[src/rtl/uart_tx_serializer.sv]
// UART transmit serializer: accepts a byte over valid/ready and sends it as
// start + data + optional parity + stop bits with a registered, idle-high line.
module uart_tx_serializer #(
    parameter int CLKS_PER_BIT = 16,
    parameter int DATA_BITS    = 8,
    parameter int MSB_FIRST    = 1,
    parameter int PARITY_EN    = 0,
    parameter int PARITY_ODD   = 0,
    parameter int STOP_BITS    = 1
) (
    input  logic       clk,
    input  logic       rst,
    input  logic [7:0] tx_data,
    input  logic       tx_valid,
    output logic       tx_ready,
    output logic       tx,
    output logic       tx_busy,
    output logic       tx_done
);
    localparam int CW = (CLKS_PER_BIT > 1) ? $clog2(CLKS_PER_BIT) : 1;
    localparam int BW = (DATA_BITS > 1) ? $clog2(DATA_BITS) : 1;
    localparam logic [CW-1:0] CYC_LAST  = CW'(CLKS_PER_BIT - 1);
    localparam logic [BW-1:0] DATA_LAST = BW'(DATA_BITS - 1);
    localparam logic [BW-1:0] STOP_LAST = BW'(STOP_BITS - 1);

    typedef enum logic [2:0] {IDLE, START, DATA, PARITY, STOP} state_t;

    state_t               state, state_n;
    logic [CW-1:0]        cyc_cnt, cyc_n;
    logic [BW-1:0]        bit_cnt, bit_n;
    logic [DATA_BITS-1:0] shreg, sh_n;
    logic                 par, par_n;
    logic                 tx_n, done_n, bit_end;

    assign tx_ready = (state == IDLE) && !rst;
    assign bit_end  = (cyc_cnt == CYC_LAST);

    always_comb begin
        state_n = state;
        cyc_n   = cyc_cnt;
        bit_n   = bit_cnt;
        sh_n    = shreg;
        par_n   = par;
        done_n  = 1'b0;
        if (state != IDLE)
            cyc_n = bit_end ? '0 : cyc_cnt + 1'b1;
        case (state)
            IDLE: if (tx_valid) begin
                state_n = START;
                cyc_n   = '0;
                bit_n   = '0;
                sh_n    = tx_data[DATA_BITS-1:0];
                par_n   = (^tx_data[DATA_BITS-1:0]) ^ (PARITY_ODD != 0);
            end
            START: if (bit_end) state_n = DATA;
            DATA: if (bit_end) begin
                // The outgoing bit always sits at the shift register's send end.
                if (MSB_FIRST != 0) sh_n = {shreg[DATA_BITS-2:0], 1'b0};
                else                sh_n = {1'b0, shreg[DATA_BITS-1:1]};
                if (bit_cnt == DATA_LAST) begin
                    bit_n   = '0;
                    state_n = (PARITY_EN != 0) ? PARITY : STOP;
                end else begin
                    bit_n = bit_cnt + 1'b1;
                end
            end
            PARITY: if (bit_end) state_n = STOP;
            STOP: if (bit_end) begin
                // bit_cnt is reused to count stop bits.
                if (bit_cnt == STOP_LAST) begin
                    bit_n   = '0;
                    state_n = IDLE;
                    done_n  = 1'b1;
                end else begin
                    bit_n = bit_cnt + 1'b1;
                end
            end
            default: state_n = IDLE;
        endcase
        // Line level follows the next state so tx changes on the same edge.
        case (state_n)
            START:   tx_n = 1'b0;
            DATA:    tx_n = (MSB_FIRST != 0) ? sh_n[DATA_BITS-1] : sh_n[0];
            PARITY:  tx_n = par_n;
            default: tx_n = 1'b1;
        endcase
    end

    always_ff @(posedge clk) begin
        if (rst) begin
            state   <= IDLE;
            cyc_cnt <= '0;
            bit_cnt <= '0;
            shreg   <= '0;
            par     <= 1'b0;
            tx      <= 1'b1;
            tx_busy <= 1'b0;
            tx_done <= 1'b0;
        end else begin
            state   <= state_n;
            cyc_cnt <= cyc_n;
            bit_cnt <= bit_n;
            shreg   <= sh_n;
            par     <= par_n;
            tx      <= tx_n;
            tx_busy <= (state_n != IDLE);
            tx_done <= done_n;
        end
    end
endmodule
[config.mk]
export PLATFORM = sky130hd
export DESIGN_NAME = uart_tx_serializer
export DESIGN_NICKNAME = d
export VERILOG_FILES = /design/src/rtl/uart_tx_serializer.sv
export SDC_FILE = /design/constraint.sdc
export NUM_CORES = 1
export LEC_CHECK = 0
export CAP_MARGIN = 10
export CORE_AREA = 3 3 57 54
export CTS_CLUSTER_DIAMETER = 80
export DETAILED_ROUTE_END_ITERATION = 7
export DIE_AREA = 0 0 60 57
export PLACE_DENSITY = 0.69
export REMOVE_ABC_BUFFERS = 1
export SYNTH_ARGS = -nofsm -noshare
export SYNTH_HDL_FRONTEND = slang
export SYNTH_SLANG_ARGS = --single-unit
[constraint.sdc]
create_clock -name clk -period 1.6 [get_ports clk]
set_input_delay 0.24 -clock clk [delete_from_list [all_inputs] [get_ports clk]]
set_output_delay 0.24 -clock clk [all_outputs]
set_load 0.01 [all_outputs]
==> impl_metrics.ini <==
[sta]
fin_crit_sh_pct = 101
clock_skew_ps = 6.16
relSlewSlack_pct = 81.6
hold_viol = 0
final_max_slew_viol_count = 0
max_freq_mhz = 617
fin_crit_ps = 1620
postLayoutSetupSlackWorst_ps = -19.9
worstMarginPinSlew_ps = 274
rsz0062_at_grt = true
setup_viol_count_final = 2

[pwr]
power_density_mw_per_mm2 = 628
vdd_drop_max_mv = 0.476
p_leak_uw = 0.000667
p_total_uw = 1070

[synthesis]
ys_seq_area_share_pct = 38.1
synth_ff_type = dfxtp_1
synth_seq_cells = 22
ys.warnings.count = 0
async_flop_share_pct = 0
synth_cells = 137
yosysUniqueCellTypes = 35
syn_area_mm2 = 0.00116
synth_edf_count = 0
syn_area_per_cell_um2 = 8.45

[critical_path]
crit_end = tx
slowest_stage = dfxtp_2
r2r-end = tx
cp.depth = 6
crit_required_ps = 1810
cp_top_family = compound AO/OA/AOI/OAI gates
arrival_ps = 1830
start_kind = flip-flop
crit_start = bit_cnt[0]
regToRegSetupSlack_ps = -20
crit_chain = ha_4 > ha_4 > o2111ai_4 > a32oi_2 > a311o_1 > a211o_1
crit_type = reg -> reg
critPathMaxStageDelay_ps = 350
worst_path_most_repeated_cell = ha_4
cp_max_fo = 2
rr_startpoint = bit_cnt[0]
cp_num_buf_inv = 0
rr_worst_depth = 6
crit_path_end_kind = flip-flop

[clock_network]
h-tree-depth = 1
hold_buffers = 0
tritoncts = yes
clk_path_buf_depth = 2
clk_latency_ps = 310
cts_buffers = 3
path_clk_slew_ps = 120
cts_root_buf = clkbuf_4
cts.sinks = 22

[job]
max_cap_viol_count = 0

[die]
fp.dieW_um = 60
start_util_pct = 46.9
core_mm2 = 0.00247
die_y_um = 57
fp-row-count = 17
ios = 15
die-area_mm2 = 0.00342

[global_route]
grt_max_degree = 24
grt_usage_pct = 19.6
grt_antenna_before_repair = 0
grt_pass1_wl_um = 5110
grt_overflow = 0
grt_pass1_vias = 1155

[placed_design]
post-place-ws_ps = -184
place_congestion = 0.878
placed_cell_area_mm2 = 0.00151
hpwl_um = 2250
portBuffers = 14

[layout]
diodes = 0
fin_nets = 200
stdcell_area_mm2 = 0.00170
area_growth_syn_to_layout_pct = 46.7
fill_cells = 210
drive_gt1_share_pct = 36.6

[drt]
first_pass_iters = 4
vias = 1200
drt_iter0_drc = 43
wirelength_um = 3150
antenna_left = 0
drc = 0
wl_per_cell_um = 14.9
detail_route.vias_per_cell = 5.69

[status]
outcome = finished, violations left
violations = setup timing

[worst_hold_path]
hold_path.class = reg -> reg
==> cell usage in the layout (no fill, tap or decap), drive strengths merged <==
master and n:
nor2 12, nand3 3, nand3b 2, nor4b 1
nor3 6, inv 5, buf 37, clkbuf 3
a22oi 6, nand4 1, a21oi 19, ha 4
a211o 1, o22ai 1, nor3b 1, and3 3
nor2b 3, nand2b 1, o2111ai 4, o31ai 3
xnor2 7, clkdlybuf4s50 13, nand2 12, o21ai 3
a311o 1, a211oi 1, a31oi 2, dfxtp 22
a32o 1, or3b 2, or3 2, a32oi 1
==> layer usage <==
layer  wire (µm)  track usage, %  up-vias  part of all wire [%]
li1            -               -      593                     -
met3         153            4.98        4                   4.9
met5           0               0        -                     0
met1        1320            23.9      566                    42
met4          37            6.65        0                   1.2
met2        1640            32.9       37                    52
==> final cells by class <==
| class | count | area (µm²) | area share [%] |
|---|---|---|---|
| Multi-Input combinational cell | 103 | 764 | 45.0 |
| Sequential cell | 22 | 452 | 26.6 |
| Timing Repair Buffer | 50 | 405 | 23.9 |
| Tap cell | 28 | 35.0 | 2.06 |
| Clock buffer | 3 | 22.5 | 1.33 |
| Inverter | 5 | 18.8 | 1.11 |
==> registers in the layout, indices dropped and copies added (netlist names) <==
name / count
cyc_cnt: 4
tx: 1
bit_cnt: 3
state: 3
tx_busy: 1
tx_done: 1
par: 1
shreg: 8
==> worst min-delay path: stages, from the launching register on <==
cell	delay [ps]
dfxtp_1	330
nand2_1	50
a21oi_1	50
==> power breakdown <==
part	switching [µW]	total (µW)	internal (µW)
sequential	15.8	589	574
combinational	102	227	125
clock	162	250	88.0
==> cell families after synthesis <==
group,synth area share (%)
adders and majority gates,4.32
DFF,38.1
and+or+nand+nor,22.9
buffers and inverters,5.51
xor gates and xnor gates,5.30
AOI/OAI and AO/OA,23.9
==> metrics by stage <==
step	cells	hold WS, ps	utilization [%]	setup TNS (ps)
after detailed placement	202	447	61.3	-222
after floorplan	130	309	-	-102
after global routing	211	478	68.8	-148
final	211	464	68.8	-35.8
after global placement	202	444	61.3	-159
after CTS	208	463	64.7	-119
==> how the worst min path moves through the flow <==
| stage | startpoint | endpoint | slack (ps) | cells after the start |
|---|---|---|---|---|
| 2_1_floorplan | rst | bit_cnt[1] | 310 | 1 |
| 3_3_place_gp | shreg[4] | shreg[4] | 440 | 2 |
| 3_5_place_dp | shreg[4] | shreg[4] | 450 | 2 |
| 4_1_cts | shreg[4] | shreg[4] | 460 | 2 |
| 5_1_grt | shreg[2] | shreg[2] | 480 | 2 |
| 6_report | shreg[4] | shreg[4] | 460 | 2 |
==> repair_timing <==
item                                    in CTS  in global routing
endpoints found under the setup margin       5                 15
pin swaps                                    4                  6
buffers inserted                             3                  3
resized for setup                           13                 22
==> Yosys cell counts (all sizes together) (2+ instances only) <==
cell type | n | area share (%)
and3 | 3 | 2.1
inv | 5 | 1.6
o21ai | 3 | 1.3
nand2 | 12 | 3.9
nand3b | 2 | 1.3
ha | 4 | 4.3
a21oi | 19 | 8.2
clkbuf | 2 | 0.65
a22oi | 6 | 3.9
or3b | 2 | 1.5
buf | 5 | 3.2
or3 | 2 | 1.1
a31oi | 2 | 1.1
nor2 | 12 | 4.1
dfxtp | 22 | 38
nor2b | 3 | 1.6
o31ai | 3 | 1.9
xnor2 | 7 | 5.3
nand3 | 3 | 1.3
o2111ai | 4 | 3.0
nor3 | 6 | 3.0
No activity file was read; power rests on OpenSTA's default activity.
